<file path="src/rtl/ps2_pkg.sv">
// Shared types and constants for the PS/2 scan-code receiver.
package ps2_pkg;

    typedef enum logic [1:0] {
        ST_IDLE   = 2'd0,
        ST_DATA   = 2'd1,
        ST_PARITY = 2'd2,
        ST_STOP   = 2'd3
    } ps2_state_e;

    localparam logic [7:0]  PS2_BREAK           = 8'hF0;
    localparam logic [7:0]  PS2_EXT             = 8'hE0;
    localparam int unsigned PS2_TIMEOUT_DEFAULT = 50000;
    localparam int unsigned PS2_DATA_BITS       = 8;

endpackage

</file>
<file path="src/rtl/ps2_sync_edge.sv">
// Two-flop synchronizers for the raw PS/2 lines plus a registered falling-edge strobe.
module ps2_sync_edge (
    input  logic clock,
    input  logic reset,
    input  logic ps2_clk,
    input  logic ps2_dat,
    output logic dat_s,
    output logic clk_fall
);

    logic clk_meta;
    logic clk_s;
    logic dat_meta;

    // Lines idle high, so reset the chain to 1 to avoid a fake edge after reset.
    always_ff @(posedge clock) begin
        if (reset) begin
            clk_meta <= 1'b1;
            clk_s    <= 1'b1;
            dat_meta <= 1'b1;
            dat_s    <= 1'b1;
            clk_fall <= 1'b0;
        end else begin
            clk_meta <= ps2_clk;
            clk_s    <= clk_meta;
            dat_meta <= ps2_dat;
            dat_s    <= dat_meta;
            clk_fall <= clk_s & ~clk_meta;
        end
    end

endmodule

</file>
<file path="src/rtl/ps2_scancode_receiver.sv">
// PS/2 keyboard frame receiver: decodes F0/E0 prefixes into make/break and extended flags.
module ps2_scancode_receiver
    import ps2_pkg::*;
#(
    parameter int unsigned TIMEOUT_CYCLES = PS2_TIMEOUT_DEFAULT
) (
    input  logic       clock,
    input  logic       reset,
    input  logic       ps2_clk,
    input  logic       ps2_dat,
    output logic [7:0] keyboard_code,
    output logic       makeBreak,
    output logic       extended,
    output logic       code_valid,
    output logic       frame_err
);

    localparam int unsigned TMO_W    = (TIMEOUT_CYCLES > 2) ? $clog2(TIMEOUT_CYCLES) : 1;
    localparam int unsigned BIT_W    = $clog2(PS2_DATA_BITS);
    localparam logic [TMO_W-1:0] TMO_LAST = TMO_W'(TIMEOUT_CYCLES - 1);
    localparam logic [BIT_W-1:0] BIT_LAST = BIT_W'(PS2_DATA_BITS - 1);

    logic dat_s;
    logic clk_fall;

    ps2_state_e        state_q,  state_n;
    logic [BIT_W-1:0]  bit_cnt_q, bit_cnt_n;
    logic [7:0]        shift_q,  shift_n;
    logic              parity_q, parity_n;
    logic [TMO_W-1:0]  tmo_q,    tmo_n;
    logic              brk_q,    brk_n;
    logic              ext_q,    ext_n;
    logic [7:0]        code_n;
    logic              mb_n;
    logic              extd_n;
    logic              valid_n;
    logic              err_n;

    ps2_sync_edge u_sync (
        .clock    (clock),
        .reset    (reset),
        .ps2_clk  (ps2_clk),
        .ps2_dat  (ps2_dat),
        .dat_s    (dat_s),
        .clk_fall (clk_fall)
    );

    // State and output registers.
    always_ff @(posedge clock) begin
        if (reset) begin
            state_q       <= ST_IDLE;
            bit_cnt_q     <= '0;
            shift_q       <= '0;
            parity_q      <= 1'b0;
            tmo_q         <= '0;
            brk_q         <= 1'b0;
            ext_q         <= 1'b0;
            keyboard_code <= 8'h00;
            makeBreak     <= 1'b0;
            extended      <= 1'b0;
            code_valid    <= 1'b0;
            frame_err     <= 1'b0;
        end else begin
            state_q       <= state_n;
            bit_cnt_q     <= bit_cnt_n;
            shift_q       <= shift_n;
            parity_q      <= parity_n;
            tmo_q         <= tmo_n;
            brk_q         <= brk_n;
            ext_q         <= ext_n;
            keyboard_code <= code_n;
            makeBreak     <= mb_n;
            extended      <= extd_n;
            code_valid    <= valid_n;
            frame_err     <= err_n;
        end
    end

    // Frame FSM; a PS/2 edge always takes precedence over the timeout.
    always_comb begin
        state_n   = state_q;
        bit_cnt_n = bit_cnt_q;
        shift_n   = shift_q;
        parity_n  = parity_q;
        tmo_n     = tmo_q;
        brk_n     = brk_q;
        ext_n     = ext_q;
        code_n    = keyboard_code;
        mb_n      = makeBreak;
        extd_n    = extended;
        valid_n   = 1'b0;
        err_n     = 1'b0;

        if (clk_fall) begin
            tmo_n = '0;
            case (state_q)
                ST_IDLE: begin
                    if (!dat_s) begin
                        state_n   = ST_DATA;
                        bit_cnt_n = '0;
                    end else begin
                        err_n = 1'b1;
                    end
                end
                ST_DATA: begin
                    shift_n[bit_cnt_q] = dat_s;
                    if (bit_cnt_q == BIT_LAST) begin
                        state_n = ST_PARITY;
                    end else begin
                        bit_cnt_n = bit_cnt_q + BIT_W'(1);
                    end
                end
                ST_PARITY: begin
                    parity_n = dat_s;
                    state_n  = ST_STOP;
                end
                ST_STOP: begin
                    state_n = ST_IDLE;
                    if (dat_s && ((^shift_q) ^ parity_q)) begin
                        if (shift_q == PS2_BREAK) begin
                            brk_n = 1'b1;
                        end else if (shift_q == PS2_EXT) begin
                            ext_n = 1'b1;
                        end else begin
                            code_n  = shift_q;
                            mb_n    = ~brk_q;
                            extd_n  = ext_q;
                            valid_n = 1'b1;
                            brk_n   = 1'b0;
                            ext_n   = 1'b0;
                        end
                    end else begin
                        err_n = 1'b1;
                        brk_n = 1'b0;
                        ext_n = 1'b0;
                    end
                end
                default: state_n = ST_IDLE;
            endcase
        end else if (state_q != ST_IDLE) begin
            if (tmo_q == TMO_LAST) begin
                state_n = ST_IDLE;
                tmo_n   = '0;
                err_n   = 1'b1;
                brk_n   = 1'b0;
                ext_n   = 1'b0;
            end else begin
                tmo_n = tmo_q + TMO_W'(1);
            end
        end
    end

endmodule

</file>
<file path="config.mk">
export PLATFORM = sky130hd
export DESIGN_NAME = ps2_scancode_receiver
export DESIGN_NICKNAME = d
export VERILOG_FILES = /design/src/rtl/ps2_pkg.sv /design/src/rtl/ps2_sync_edge.sv /design/src/rtl/ps2_scancode_receiver.sv
export SDC_FILE = /design/constraint.sdc
export NUM_CORES = 1
export LEC_CHECK = 0
export ABC_AREA = 1
export BUFFER_PORTS_ARGS = -buffer_cell sky130_fd_sc_hd__buf_2
export CORE_ASPECT_RATIO = 1.75
export CORE_UTILIZATION = 40
export DETAILED_ROUTE_END_ITERATION = 10
export GPL_ROUTABILITY_DRIVEN = 0
export GPL_TIMING_DRIVEN = 0
export PLACE_DENSITY_LB_ADDON = 0.15
export SYNTH_ARGS = -nofsm -noshare
export SYNTH_HDL_FRONTEND = slang
export SYNTH_SLANG_ARGS = --single-unit
</file>
<file path="constraint.sdc">
create_clock -name clock -period 2.2 [get_ports clock]
set_clock_uncertainty 0.05 [all_clocks]
set_input_delay 0.44 -clock clock [delete_from_list [all_inputs] [get_ports clock]]
set_output_delay 0.44 -clock clock [all_outputs]
set_load 0.005 [all_outputs]
</file>
==> impl_metrics.py, run 1 <==
metrics = {
    "outcome": {
        "status": "complete, no violations",
    },
    "cts": {
        "clock-root-buffer": "clkbuf_8",
        "post_cts_buffers": 0,
        "clk_latency_ns": 0.30,
        "cts_tree": "done",
        "h-tree-depth": 2,
        "clock_path_buffers": 2,
        "numCtsBuffers": 5,
        "cts_sinks": 49,
        "cts.clk_slew.worst_paths_ns": 0.09,
    },
    "global_routing": {
        "grt_pass1_wl_mm": 8.47,
        "busiest_layer": "met2",
        "gr-usage-met3_pct": 2.61,
        "grtUsageMet1_pct": 18.5,
        "antenna_found_initial": 0,
        "grt_max_degree": 16,
        "grt_overflow": 0,
        "grtUsageMet2_pct": 35.5,
        "first_global_vias": 1912,
        "gr-usage-all-layers_pct": 18.1,
    },
    "detailed_routing": {
        "first_pass_iters": 6,
        "drc": 0,
        "first_iter_violations": 73,
        "wl_per_cell_um": 12.3,
        "detail-route-antenna-nets": 0,
        "viasPerCell": 4.89,
        "dr_total_vias": 1985,
        "drt-total-wl_mm": 5.00,
    },
    "sta": {
        "min_period_ns": 1.99,
        "fin_crit_sh_pct": 90.7,
        "rsz0062_at_grt": "false",
        "finalWorstSetupSlack_ns": 0.205,
        "setup_viol": 0,
        "tns_ns": 0,
        "drv_slew": 0,
        "hold_viol_final": 0,
        "fmax_mhz": 501,
        "relSlewSlack_pct": 67.6,
        "tightest_slew_ns": 0.486,
    },
    "cells_and_area": {
        "fin_nets": 346,
        "post-route-util_pct": 46.3,
        "n_antenna_cell": 0,
        "synthToLayoutAreaGrowth_pct": 11.0,
        "design_area_um2": 2610,
        "fin_cells": 406,
        "drive_gt1_share_pct": 14.8,
    },
    "floorplanning": {
        "io_pins": 16,
        "dieHeight_um": 103,
        "die_area_um2": 6190,
        "dieWidth_um": 59.9,
        "core-area_um2": 5630,
        "rows": 36,
        "initial_utilization_pct": 41.7,
    },
    "logic_synthesis": {
        "synth_seq_cells": 49,
        "synth_area_leaders": "dfxtp_1 (42%), a21oi_1 (7.2%), nand2_1 (7.0%)",
        "ys_warn_count": 0,
        "synth_top_area_cell": "dfxtp_1",
        "synthCells": 307,
        "ys.flop_type": "dfxtp_1",
        "yosys.cell_count.top_type": "dfxtp_1",
        "ys_types": 30,
        "ys_async_sr_fraction_pct": 0,
        "synth_nets": 324,
        "synth_top_cells_by_count": "dfxtp_1 (49), nand2_1 (44), inv_1 (40), a21oi_1 (34), nand3_1 (32)",
        "synth_area_um2": 2350,
        "synth_top_area_share_pct": 41.8,
        "syn_area_per_cell_um2": 7.65,
        "synth_seq_area_share_pct": 41.8,
        "synth_edf_count": 0,
    },
    "flow_run": {
        "maxCapViolCount": 0,
    },
    "placement": {
        "dp_hpwl_mm": 3.84,
        "placed_cells": 398,
        "placed_area_um2": 2520,
        "place_ws_ns": 0.187,
        "portBuffers": 15,
    },
    "pwr": {
        "vdd_drop_max_v": 0.000387,
        "p_leak_nw": 1.03,
        "power_density_nw_per_um2": 564,
    },
    "critical_path": {
        "crit_slowest_cell": "dfxtp_1",
        "cp_data_required_time_ns": 2.34,
        "crit_type": "flip-flop to flip-flop",
        "crit_fanout": 10,
        "cp_num_buf_inv": 3,
        "start_kind": "flip-flop",
        "regToRegSetupSlack_ns": 0.21,
        "worstPathArrival_ns": 2.14,
        "cpMostUsedCell": "nand2_1",
        "endpoint_kind": "flip-flop",
        "slowest_delay_ns": 0.42,
        "cpLargestDelayFamily": "simple AND/OR/NAND/NOR gates",
        "cp_cell_sequence": "inv_1 -> ha_1 -> inv_2 -> nand4_1 -> nor2_1 -> nand2_1 -> nand2_1 -> buf_2 -> nor3_1",
    },
    "hold_path": {
        "hold_class": "input pin to flip-flop",
    },
}
==> per-stage QoR <==
step	power (mW)	hold WS, ns
floorplan	0.947	0.339
global placement	0.962	0.341
detailed placement	0.963	0.350
CTS	1.49	0.263
global route	1.52	0.274
finish	1.47	0.264
==> timing repair <==
item | CTS | global route
resized for setup | 0 | 1
endpoints found under the setup margin | 0 | 3
hold buffers | 0 | 0
==> per-layer routing <==
layer / vias to the layer above / share of wire [%]
met1: 909 / 41
met2: 19 / 57
met4: 0 / 1.3
li1: 1051 / -
met3: 6 / 1.5
met5: - / 0
==> power breakdown <==
part,switching [mW],internal [mW],total (mW)
logic,0.0321,0.0135,0.0456
clock network,0.310,0.220,0.530
registers,0.00317,0.892,0.896
total,0.345,1.13,1.47
==> final timing paths <==
path | start | to | cells past startpoint
setup reg to reg | state_q[1] | tmo_q[11] | 9
hold reg to reg | u_sync.clk_s | u_sync.clk_fall | 2
hold / removal | ps2_clk | u_sync.clk_meta | 2
setup / recovery | state_q[1] | tmo_q[11] | 9
==> cell families after synthesis <==
logic type	Yosys count	synth area share, %
and+or+nand+nor	137	29.0
DFF	49	41.8
adders and majority gates	13	6.93
buffers and inverters	49	8.26
xor gates and xnor gates	4	1.49
AOI/OAI and AO/OA	55	12.5
==> registers in the layout, indices dropped and copies added, names as in the netlist <==
signal and cells:
u_sync.clk_meta 1, u_sync.dat_meta 1, frame_err 1, code_valid 1, keyboard_code 8, brk_q 1
u_sync.clk_fall 1, extended 1, tmo_q 16, shift_q 8, bit_cnt_q 3, ext_q 1
u_sync.dat_s 1, makeBreak 1, u_sync.clk_s 1, parity_q 1, state_q 2
==> placed cells by master, fill, tap and decap left out, types with 4 or more instances in the layout <==
| master | Yosys | routed |
|---|---|---|
| nand3_1 | 32 | 32 |
| buf_2 | 2 | 17 |
| a21oi_1 | 34 | 34 |
| nand2_1 | 44 | 44 |
| nand4_1 | 5 | 5 |
| nand2_2 | 7 | 7 |
| or2_2 | 4 | 4 |
| nor2_1 | 24 | 23 |
| nor3b_1 | 7 | 7 |
| inv_1 | 40 | 40 |
| o21ai_0 | 14 | 14 |
| dfxtp_1 | 49 | 49 |
| clkbuf_8 | 0 | 5 |
| ha_1 | 13 | 13 |
| nor3_1 | 4 | 4 |
| nor2_2 | 3 | 4 |
| clkbuf_1 | 4 | 4 |
==> cell type report <==
type	count	area, um2
inverter	41	154
tap	76	95.1
sequential	49	981
multi-input combinational	209	1180
buffer	8	40.0
clock inverter	3	17.5
timing repair buffer	15	75.1
clock buffer	5	68.8
fill	589	3020
Note: power is estimated with default switching activity, not from simulation.
==> inputs of run 2 (changes only) <==
- clock period: 2.2 -> 2.4 ns (I/O delays scaled with it)
==> run 2 against run 1 <==
Via count shrank 0.86%. Maximum frequency fell by 2.1%. Register-to-register slack better by 0.16 ns. Non-clock buffer count unchanged. Sequential power decreased by 8.4%. Largest power group unchanged.
==> impl_metrics.py, run 2 (same netlist as run 1, synthesis figures left out) <==
metrics = {
    "cells_and_area": {
        "post-route-util_pct": 46.3,
        "drive_gt1_share_pct": 14.5,
        "fin_nets": 346,
        "regMostFlops": "tmo_q",
        "largest_register_ffs": 16,
        "final_common_cell": "dfxtp_1",
        "largest_registers": "tmo_q: 16 flops, keyboard_code: 8 flops, shift_q: 8 flops",
        "final_cell_mix": "dfxtp_1 (49), nand2_1 (44), inv_1 (40), a21oi_1 (34), nand3_1 (32)",
        "synthToLayoutAreaGrowth_pct": 10.9,
        "n_antenna_cell": 0,
        "fin_cells": 406,
    },
    "critical_path": {
        "start_kind": "flip-flop",
        "crit_fanout": 7,
        "slowest_delay_ns": 0.42,
        "crit_slowest_cell": "dfxtp_1",
        "cpMostUsedCell": "nand2_1",
        "worstPathArrival_ns": 2.22,
        "cp_data_required_time_ns": 2.58,
        "crit_type": "flip-flop to flip-flop",
        "cpLargestDelayFamily": "simple AND/OR/NAND/NOR gates",
        "endpoint_kind": "flip-flop",
        "cp_num_buf_inv": 3,
        "cp.depth": 10,
        "cp_cell_sequence": "inv_1 -> ha_1 -> inv_2 -> nand2_1 -> nor2_1 -> nand2_1 -> nor2_1 -> inv_1 -> nand2_1 -> nor3b_1",
        "rr_worst_depth": 10,
    },
    "sta": {
        "hold_viol_final": 0,
        "drv_slew": 0,
        "fin_crit_sh_pct": 84.9,
        "relSlewSlack_pct": 67.8,
        "hold_ws_ns": 0.306,
        "finalWorstSetupSlack_ns": 0.361,
        "tns_ns": 0,
        "tightest_slew_ns": 0.484,
        "rsz0062_at_grt": "false",
        "setup_viol": 0,
        "min_period_ns": 2.04,
        "fmax_mhz": 491,
    },
    "flow_run": {
        "maxCapViolCount": 0,
    },
    "global_routing": {
        "grt_overflow": 0,
        "antenna_found_initial": 0,
        "grt_max_degree": 16,
        "gr-usage-all-layers_pct": 18.1,
        "first_global_vias": 1912,
        "grt_pass1_wl_mm": 8.47,
    },
    "hold_path": {
        "hold_class": "input pin to flip-flop",
        "worstHoldPathCells": 2,
    },
    "cts": {
        "post_cts_buffers": 0,
        "ctsResizeCount": 0,
        "cts_tree": "done",
        "numCtsBuffers": 5,
        "cts_sinks": 49,
        "clock-root-buffer": "clkbuf_8",
        "h-tree-depth": 2,
        "cts_hold_buffers": 0,
        "cts.clk_slew.worst_paths_ns": 0.09,
        "clk_latency_ns": 0.30,
        "clock_path_buffers": 2,
    },
    "detailed_routing": {
        "wl_per_cell_um": 12.3,
        "first_iter_violations": 76,
        "first_pass_iters": 6,
        "dr_total_vias": 1968,
        "drc": 0,
        "viasPerCell": 4.85,
        "drt-total-wl_mm": 5.00,
        "detail-route-antenna-nets": 0,
    },
    "placement": {
        "place_ws_ns": 0.387,
        "placed_cells": 398,
        "portBuffers": 15,
        "dp_hpwl_mm": 3.84,
    },
    "floorplanning": {
        "core-area_um2": 5630,
        "dieHeight_um": 103,
        "rows": 36,
        "initial_utilization_pct": 41.7,
        "io_pins": 16,
        "die_area_um2": 6190,
        "dieWidth_um": 59.9,
    },
    "pwr": {
        "power_density_nw_per_um2": 517,
        "vdd_drop_max_v": 0.000355,
        "p_leak_nw": 1.03,
    },
    "outcome": {
        "status": "complete, no violations",
    },
}
[run 2: cell counts in the layout (fill, tap and decap cells not counted)]
No cell type changed its count.
[run 2: stage by stage]
stage | power [mW] | cell area, um2
after floorplan | 0.868 | 2350
after global placement | 0.882 | 2520
after detailed placement | 0.883 | 2520
after CTS | 1.36 | 2610
after global routing | 1.40 | 2610
final | 1.35 | 2610
[run 2: worst paths after layout]
check	endpoint	startpoint	slack (ns)
max	tmo_q[7]	state_q[1]	0.36
min	u_sync.clk_meta	ps2_clk	0.31
max reg2reg	tmo_q[7]	state_q[1]	0.36
min reg2reg	u_sync.clk_fall	u_sync.clk_s	0.36
[run 2: layer usage]
layer	global-route usage (%)	wire (um)	vias up
met5	0	0	-
met4	6.44	74	0
met3	2.61	71	5
met2	35.5	2830	13
met1	18.5	2030	902
li1	-	-	1048
[run 2: area by class of cell]
cell class / instances / area (um2)
fillers: 590 / 3030
multi-input cells: 209 / 1170
flip-flops and latches: 49 / 981
inverters: 41 / 154
well taps: 76 / 95.1
repair buffers: 15 / 75.1
clock buffers: 5 / 68.8
plain buffers: 8 / 40.0
clock inverters: 3 / 17.5
[run 2: power breakdown]
group          total, mW  switching [mW]  internal (mW)
combinational     0.0419          0.0296         0.0124
clock              0.483           0.282          0.202
sequential         0.821         0.00289          0.818
